==> src/rtl/mega_ram_arbiter_if.sv <==
// Bus bundle for mega_ram_arbiter: the CPU request port, the DMA request port
// and the RAM-facing port. The arbiter connects through the slave modport and
// the surrounding system (requesters plus RAM) through the master modport.
interface mega_ram_arbiter_if #(
  parameter int ADDR_BUS_WIDTH = 13,
  parameter int DATA_BUS_WIDTH = 8
);

  logic                      cpu_cs;
  logic                      cpu_we;
  logic                      cpu_re;
  logic [ADDR_BUS_WIDTH-1:0] cpu_a;
  logic [DATA_BUS_WIDTH-1:0] cpu_d_in;
  logic [DATA_BUS_WIDTH-1:0] cpu_d_out;
  logic                      cpu_wait;

  logic                      dma_req;
  logic                      dma_we;
  logic [ADDR_BUS_WIDTH-1:0] dma_a;
  logic [DATA_BUS_WIDTH-1:0] dma_d_in;
  logic                      dma_gnt;
  logic [DATA_BUS_WIDTH-1:0] dma_d_out;
  logic                      dma_rvalid;

  logic                      ram_cs;
  logic                      ram_we;
  logic                      ram_re;
  logic [ADDR_BUS_WIDTH-1:0] ram_a;
  logic [DATA_BUS_WIDTH-1:0] ram_d_in;
  logic [DATA_BUS_WIDTH-1:0] ram_d_out;

  modport slave (
    input  cpu_cs, cpu_we, cpu_re, cpu_a, cpu_d_in,
    output cpu_d_out, cpu_wait,
    input  dma_req, dma_we, dma_a, dma_d_in,
    output dma_gnt, dma_d_out, dma_rvalid,
    output ram_cs, ram_we, ram_re, ram_a, ram_d_in,
    input  ram_d_out
  );

  modport master (
    output cpu_cs, cpu_we, cpu_re, cpu_a, cpu_d_in,
    input  cpu_d_out, cpu_wait,
    output dma_req, dma_we, dma_a, dma_d_in,
    input  dma_gnt, dma_d_out, dma_rvalid,
    input  ram_cs, ram_we, ram_re, ram_a, ram_d_in,
    output ram_d_out
  );

endinterface

==> src/rtl/mega_ram_arbiter.sv <==
// Two-requester arbiter (CPU and DMA) in front of the single-port MEGA data
// RAM. The CPU has priority; the DMA takes idle slots. Reads have a one-cycle
// registered latency, and because the RAM gates its read data with the live
// cs & re, both are held high through the data phase and the returned byte is
// steered to whichever requester issued the read.
//
// Optional feature: define MEGA_RAM_ARB_STARVE_GUARD_EN to add a starvation
// guard that forces a DMA grant after STARVE_MAX consecutive denied cycles.
module mega_ram_arbiter #(
  parameter int ADDR_BUS_WIDTH = 13,
  parameter int DATA_BUS_WIDTH = 8,
  parameter int STARVE_MAX     = 8
) (
  input  logic                 clk,
  input  logic                 rst,
  mega_ram_arbiter_if.slave    bus
);

  // The guard counter is 8 bits wide, so the threshold must fit in it.
  if (STARVE_MAX < 1 || STARVE_MAX > 255) begin : g_badStarveMax
    $error("mega_ram_arbiter: STARVE_MAX must be in 1..255");
  end

  logic                      w_cpuReq;
  logic                      w_dmaReq;
  logic                      w_force;
  logic                      w_issueCpu;
  logic                      w_issueDma;
  logic                      w_issueRead;
  logic                      w_ramWe;
  logic [ADDR_BUS_WIDTH-1:0] w_ramA;
  logic [DATA_BUS_WIDTH-1:0] w_ramDin;
  logic [DATA_BUS_WIDTH-1:0] w_cpuDout;
  logic [DATA_BUS_WIDTH-1:0] w_dmaDout;
  logic                      w_dmaRvalid;

  logic                      r_rdPend;
  logic                      r_rdOwn;

  assign w_cpuReq = bus.cpu_cs & (bus.cpu_we | bus.cpu_re);
  assign w_dmaReq = bus.dma_req;

`ifdef MEGA_RAM_ARB_STARVE_GUARD_EN
  localparam logic [7:0] LP_STARVE_MAX = 8'(STARVE_MAX);

  logic [7:0] r_starveCnt;

  // The guard only overrides priority when both sides are contending.
  assign w_force = (r_starveCnt == LP_STARVE_MAX) & w_cpuReq & w_dmaReq;

  // Count consecutive cycles the DMA waited without a grant; saturate at the
  // threshold and restart from zero whenever the DMA is finally served.
  always_ff @(posedge clk) begin
    if (rst) begin
      r_starveCnt <= 8'd0;
    end else if (w_issueDma) begin
      r_starveCnt <= 8'd0;
    end else if (w_dmaReq && (r_starveCnt != LP_STARVE_MAX)) begin
      r_starveCnt <= r_starveCnt + 8'd1;
    end
  end
`else
  assign w_force = 1'b0;
`endif

  // Same-cycle issue decision; everything is held off while reset is high.
  assign w_issueCpu  = ~rst & w_cpuReq & ~w_force;
  assign w_issueDma  = ~rst & w_dmaReq & (~w_cpuReq | w_force);
  assign w_issueRead = (w_issueCpu & bus.cpu_re) | (w_issueDma & ~bus.dma_we);

  // Route the issuing requester's address, write data and write enable.
  always_comb begin
    w_ramWe  = 1'b0;
    w_ramA   = '0;
    w_ramDin = '0;
    if (w_issueCpu) begin
      w_ramWe  = bus.cpu_we;
      w_ramA   = bus.cpu_a;
      w_ramDin = bus.cpu_d_in;
    end else if (w_issueDma) begin
      w_ramWe  = bus.dma_we;
      w_ramA   = bus.dma_a;
      w_ramDin = bus.dma_d_in;
    end
  end

  // Remember that a read was issued and by whom, so next cycle's data phase
  // keeps the RAM output enabled and knows where to send the byte.
  always_ff @(posedge clk) begin
    if (rst) begin
      r_rdPend <= 1'b0;
      r_rdOwn  <= 1'b0;
    end else begin
      r_rdPend <= w_issueRead;
      r_rdOwn  <= w_issueDma & ~bus.dma_we;
    end
  end

  // Steer returned read data to its owner; the other side sees zero.
  always_comb begin
    w_cpuDout   = '0;
    w_dmaDout   = '0;
    w_dmaRvalid = 1'b0;
    if (!rst && r_rdPend) begin
      if (r_rdOwn) begin
        w_dmaDout   = bus.ram_d_out;
        w_dmaRvalid = 1'b1;
      end else begin
        w_cpuDout = bus.ram_d_out;
      end
    end
  end

  assign bus.ram_cs     = w_issueCpu | w_issueDma | (~rst & r_rdPend);
  assign bus.ram_re     = w_issueRead | (~rst & r_rdPend);
  assign bus.ram_we     = w_ramWe;
  assign bus.ram_a      = w_ramA;
  assign bus.ram_d_in   = w_ramDin;
  assign bus.cpu_wait   = ~rst & w_cpuReq & ~w_issueCpu;
  assign bus.cpu_d_out  = w_cpuDout;
  assign bus.dma_gnt    = w_issueDma;
  assign bus.dma_d_out  = w_dmaDout;
  assign bus.dma_rvalid = w_dmaRvalid;

endmodule

==> src/flat_wrapper.sv <==
// flat-port wrapper written by rule: the top's interface ports become plain ports
module mega_ram_arbiter_flat 
#(
  parameter int ADDR_BUS_WIDTH = 13,
  parameter int DATA_BUS_WIDTH = 8,
  parameter int STARVE_MAX     = 8
)
  (clk, rst, bus_cpu_cs, bus_cpu_we, bus_cpu_re, bus_cpu_a, bus_cpu_d_in, bus_cpu_d_out, bus_cpu_wait, bus_dma_req, bus_dma_we, bus_dma_a, bus_dma_d_in, bus_dma_gnt, bus_dma_d_out, bus_dma_rvalid, bus_ram_cs, bus_ram_we, bus_ram_re, bus_ram_a, bus_ram_d_in, bus_ram_d_out);
  mega_ram_arbiter_if #(.ADDR_BUS_WIDTH(ADDR_BUS_WIDTH), .DATA_BUS_WIDTH(DATA_BUS_WIDTH)) bus_i ();
  input  logic clk;
  input  logic rst;
  input wire logic [$bits(bus_i.cpu_cs)-1:0] bus_cpu_cs;
  input wire logic [$bits(bus_i.cpu_we)-1:0] bus_cpu_we;
  input wire logic [$bits(bus_i.cpu_re)-1:0] bus_cpu_re;
  input wire logic [$bits(bus_i.cpu_a)-1:0] bus_cpu_a;
  input wire logic [$bits(bus_i.cpu_d_in)-1:0] bus_cpu_d_in;
  output wire logic [$bits(bus_i.cpu_d_out)-1:0] bus_cpu_d_out;
  output wire logic [$bits(bus_i.cpu_wait)-1:0] bus_cpu_wait;
  input wire logic [$bits(bus_i.dma_req)-1:0] bus_dma_req;
  input wire logic [$bits(bus_i.dma_we)-1:0] bus_dma_we;
  input wire logic [$bits(bus_i.dma_a)-1:0] bus_dma_a;
  input wire logic [$bits(bus_i.dma_d_in)-1:0] bus_dma_d_in;
  output wire logic [$bits(bus_i.dma_gnt)-1:0] bus_dma_gnt;
  output wire logic [$bits(bus_i.dma_d_out)-1:0] bus_dma_d_out;
  output wire logic [$bits(bus_i.dma_rvalid)-1:0] bus_dma_rvalid;
  output wire logic [$bits(bus_i.ram_cs)-1:0] bus_ram_cs;
  output wire logic [$bits(bus_i.ram_we)-1:0] bus_ram_we;
  output wire logic [$bits(bus_i.ram_re)-1:0] bus_ram_re;
  output wire logic [$bits(bus_i.ram_a)-1:0] bus_ram_a;
  output wire logic [$bits(bus_i.ram_d_in)-1:0] bus_ram_d_in;
  input wire logic [$bits(bus_i.ram_d_out)-1:0] bus_ram_d_out;
  assign bus_i.cpu_cs = bus_cpu_cs;
  assign bus_i.cpu_we = bus_cpu_we;
  assign bus_i.cpu_re = bus_cpu_re;
  assign bus_i.cpu_a = bus_cpu_a;
  assign bus_i.cpu_d_in = bus_cpu_d_in;
  assign bus_cpu_d_out = bus_i.cpu_d_out;
  assign bus_cpu_wait = bus_i.cpu_wait;
  assign bus_i.dma_req = bus_dma_req;
  assign bus_i.dma_we = bus_dma_we;
  assign bus_i.dma_a = bus_dma_a;
  assign bus_i.dma_d_in = bus_dma_d_in;
  assign bus_dma_gnt = bus_i.dma_gnt;
  assign bus_dma_d_out = bus_i.dma_d_out;
  assign bus_dma_rvalid = bus_i.dma_rvalid;
  assign bus_ram_cs = bus_i.ram_cs;
  assign bus_ram_we = bus_i.ram_we;
  assign bus_ram_re = bus_i.ram_re;
  assign bus_ram_a = bus_i.ram_a;
  assign bus_ram_d_in = bus_i.ram_d_in;
  assign bus_i.ram_d_out = bus_ram_d_out;
  mega_ram_arbiter #(.ADDR_BUS_WIDTH(ADDR_BUS_WIDTH), .DATA_BUS_WIDTH(DATA_BUS_WIDTH), .STARVE_MAX(STARVE_MAX)) u_core (.clk(clk), .rst(rst), .bus(bus_i));
endmodule
==> config.mk <==
export PLATFORM = sky130hd
export DESIGN_NAME = mega_ram_arbiter_flat
export DESIGN_NICKNAME = d
export VERILOG_FILES = /design/src/rtl/mega_ram_arbiter_if.sv /design/src/rtl/mega_ram_arbiter.sv /design/src/flat_wrapper.sv
export SDC_FILE = /design/constraint.sdc
export NUM_CORES = 1
export LEC_CHECK = 0
export CORE_ASPECT_RATIO = 0.6
export CORE_MARGIN = 2
export CORE_UTILIZATION = 16
export DETAILED_ROUTE_END_ITERATION = 8
export PLACE_DENSITY_LB_ADDON = 0.25
export SYNTH_ARGS = -nofsm -noshare
export SYNTH_HDL_FRONTEND = slang
export SYNTH_SLANG_ARGS = --single-unit
==> constraint.sdc <==
create_clock -name clk -period 0.92 [get_ports clk]
set_input_delay 0.092 -clock clk [delete_from_list [all_inputs] [get_ports clk]]
set_output_delay 0.092 -clock clk [all_outputs]
set_load 0.01 [all_outputs]
==> results.json <==
{
  "outcome": "finished, violations left",
  "violations": "negative setup slack",
  "post-dp-hpwl_um": 2250,
  "initialDrtViolationCount": 19,
  "grt_max_degree": 13,
  "top_level_ports": 100,
  "timing.setup.critical_path_class": "reg2out",
  "synth_fp_nets": 118,
  "cp_data_required_time_ps": 830,
  "ir_worst_vdd_mv": 0.363,
  "cts_buf_count": 3,
  "synth.cell_area_um2": 473,
  "n_fill_cell": 232,
  "core_mm2": 0.00283,
  "die_x_um": 74.2,
  "hp-class": "in2reg",
  "ys_dominant_reg_cell": "sky130_fd_sc_hd__dfxtp_1",
  "worst_path_largest_cell_delay_ps": 330,
  "placement_rows": 15,
  "detail-route-antenna-nets": 0,
  "p_clk_share_pct": 30.2,
  "antenna_found_initial": 0,
  "switching_share_pct": 26.7,
  "hold_fails_final_rpt": 0,
  "grt_setup_unrepaired": "yes",
  "grt_pass1_wl_um": 4360,
  "area_taken_by_multi_input_logic_gates_um2": 453,
  "cellPowerDensity_mw_per_mm2": 653,
  "htree_num_levels": 1,
  "place.port_buffers": 98,
  "crit_path_start": "u_core.r_rdPend$_SDFF_PP0_",
  "route.detailed.drc": 0,
  "cp_data_arrival_time_ps": 1120,
  "initial_core_utilization_pct": 16.7,
  "crit_chain": "nor3b_2 > buf_4 > and2_1 > buf_2",
  "detail_route.vias_per_cell": 4.33,
  "wl_per_cell_um": 14.3,
  "yosysMostFrequentCell": "sky130_fd_sc_hd__a22o_1",
  "synth_warnings": 0,
  "synth_top_cells_by_area": "sky130_fd_sc_hd__a22o_1 41%, sky130_fd_sc_hd__and2_1 21%, sky130_fd_sc_hd__dfxtp_1 8.5%",
  "tns_ps": -8030,
  "cellInternalPower_w": 0.000823,
  "ctsHoldBuffers": 0,
  "first_global_vias": 924,
  "synth_edf_count": 0,
  "fmax_mhz": 828,
  "synth_common_cells": "22 x sky130_fd_sc_hd__a22o_1, 16 x sky130_fd_sc_hd__and2_1, 3 x sky130_fd_sc_hd__buf_4",
  "hold_start": "bus_cpu_re",
  "syn-mean-instance-area_um2": 7.75,
  "tritoncts": "yes",
  "total_leakage_power_nw": 0.841,
  "synthDistinctLibCells": 20,
  "fin_crit_ps": 1210,
  "tritoncts_num_sinks": 2,
  "drtPass1Iterations": 4,
  "synth_async_sr_flop_share_pct": 0,
  "preCtsSetupSlack_ps": -980,
  "share_seq_of_total_power_pct": 8.7,
  "clk_transition_reported_paths_ps": 30,
  "dieArea_mm2": 0.00342,
  "ctsLongestPathBuffers": 2,
  "net-switching-power_w": 0.000299,
  "final_instance_count_without_filler_cells": 218,
  "synth_sequential_area_ratio_pct": 8.47,
  "critPathMaxFanout": 8,
  "wirelength_um": 3120,
  "number_of_max_slew_violations_in_the_final_report": 0,
  "worst_slack_ps": -287,
  "clockRootBuffer": "sky130_fd_sc_hd__clkbuf_8",
  "setup-violations-final": 42,
  "worst_setup_path_end_kind": "output port",
  "seqCellArea_um2": 42.5,
  "netlist.top_cell.by_area": "sky130_fd_sc_hd__a22o_1",
  "finalWeightedCongestion": 0.809,
  "cap_violations": 0,
  "die_h_um": 46.1,
  "globalRouteTotalUtil_pct": 16.6,
  "drive_above_1_share_pct": 50.0,
  "syn_to_final_growth_pct": 263,
  "yosys.area.top_type_share_pct": 40.7,
  "synthesis_stage_register_bit_count": 2,
  "design.final.nets": 235,
  "antenna_cells_inserted": 0,
  "cpMaxStageDelayCell": "sky130_fd_sc_hd__dfxtp_2",
  "grt_overflow_total": 0,
  "final.period_utilization_pct": 131,
  "num_vias": 945,
  "power_frac_comb_pct": 61.1,
  "synthCells": 61,
  "crit_path_start_kind": "flip-flop",
  "dp.cells": 203,
  "setup.worst_path.end": "bus_cpu_d_out[3]"
}
## cell usage in the layout, fill, tap and decap left out, types with 2 or more instances in the layout
| cell type | Yosys | routed |
|---|---|---|
| sky130_fd_sc_hd__buf_4 | 3 | 8 |
| sky130_fd_sc_hd__a22o_1 | 22 | 22 |
| sky130_fd_sc_hd__buf_16 | 0 | 4 |
| sky130_fd_sc_hd__buf_2 | 0 | 31 |
| sky130_fd_sc_hd__and2_1 | 16 | 8 |
| sky130_fd_sc_hd__buf_6 | 2 | 18 |
| sky130_fd_sc_hd__and2_4 | 0 | 8 |
| sky130_fd_sc_hd__clkdlybuf4s50_1 | 0 | 51 |
| sky130_fd_sc_hd__dfxtp_2 | 0 | 2 |
| sky130_fd_sc_hd__and3b_2 | 0 | 2 |
| sky130_fd_sc_hd__clkbuf_8 | 0 | 3 |
| sky130_fd_sc_hd__buf_8 | 0 | 2 |
## power groups by stage
stage / combinational (W) / sequential, W / clock, W
after floorplan: 0.000179 / 0.0000954 / 0
after global placement: 0.000622 / 0.0000963 / 0
after detailed placement: 0.000629 / 0.0000955 / 0
after CTS: 0.000654 / 0.0000968 / 0.000352
after global routing: 0.000730 / 0.0000972 / 0.000371
final: 0.000685 / 0.0000971 / 0.000339
## layout make-up
class / count / share of cell area [%]
well taps: 42 / 3.06
flip-flops and latches: 2 / 2.47
repair buffers: 117 / 65.1
multi-input cells: 53 / 26.3
inverters: 1 / 0.655
clock buffers: 3 / 2.40
## flip-flops by register name, summed over array words and instances (netlist names)
register         flops
u_core.r_rdOwn       1
u_core.r_rdPend      1
## metal layers
metal | share of wire [%] | GRT usage (%) | wire (um) | up-vias
li1 | - | - | - | 471
met1 | 45 | 23.2 | 1390 | 444
met2 | 52 | 28.4 | 1610 | 30
met3 | 3.6 | 3.50 | 113 | 0
met4 | 0 | 0 | 0 | 0
met5 | 0 | 0 | 0 | -
## critical path: cells and delay by family, from the launching register on
kind                   cells  cell delay, ps
buffers and inverters      2             290
DFF                        1             330
and+or+nand+nor            2             280
## through the flow
| stage | utilization [%] | hold slack (ps) | total power [W] | instance area (um^2) |
|---|---|---|---|---|
| after floorplan | - | 164 | 0.000274 | 479 |
| after global placement | 54.6 | 761 | 0.000718 | 1550 |
| after detailed placement | 54.6 | 792 | 0.000724 | 1550 |
| after CTS | 56.8 | 126 | 0.00110 | 1610 |
| after global routing | 60.7 | 178 | 0.00120 | 1720 |
| final | 60.7 | 149 | 0.00112 | 1720 |
## kinds of logic (layout without fill, tap and decap cells)
logic type | count (synthesis) | in the layout | synth area share [%]
buf+inv | 7 | 121 | 11.1
compound gates | 28 | 28 | 48.4
simple gates | 23 | 24 | 31.2
other cells | 1 | 1 | 0.793
flops | 2 | 2 | 8.47
## worst min-delay path by stage
stage | endpoint | slack, ps | cells past startpoint
6_report | u_core.r_rdPend$_SDFF_PP0_ | 150 | 3
5_1_grt | u_core.r_rdPend$_SDFF_PP0_ | 180 | 3
4_1_cts | u_core.r_rdPend$_SDFF_PP0_ | 130 | 3
3_5_place_dp | u_core.r_rdPend$_SDFF_PP0_ | 790 | 3
3_3_place_gp | u_core.r_rdPend$_SDFF_PP0_ | 760 | 3
2_1_floorplan | u_core.r_rdOwn$_SDFF_PP0_ | 160 | 1
## what timing repair did
item,in CTS,in global routing
pin swaps,17,20
resized for setup,217,23
endpoints found under the hold margin,0,0
setup endpoints to repair,44,41
cloned,5,1
setup buffers,5,4
Note: power is estimated with default switching activity, not from simulation.
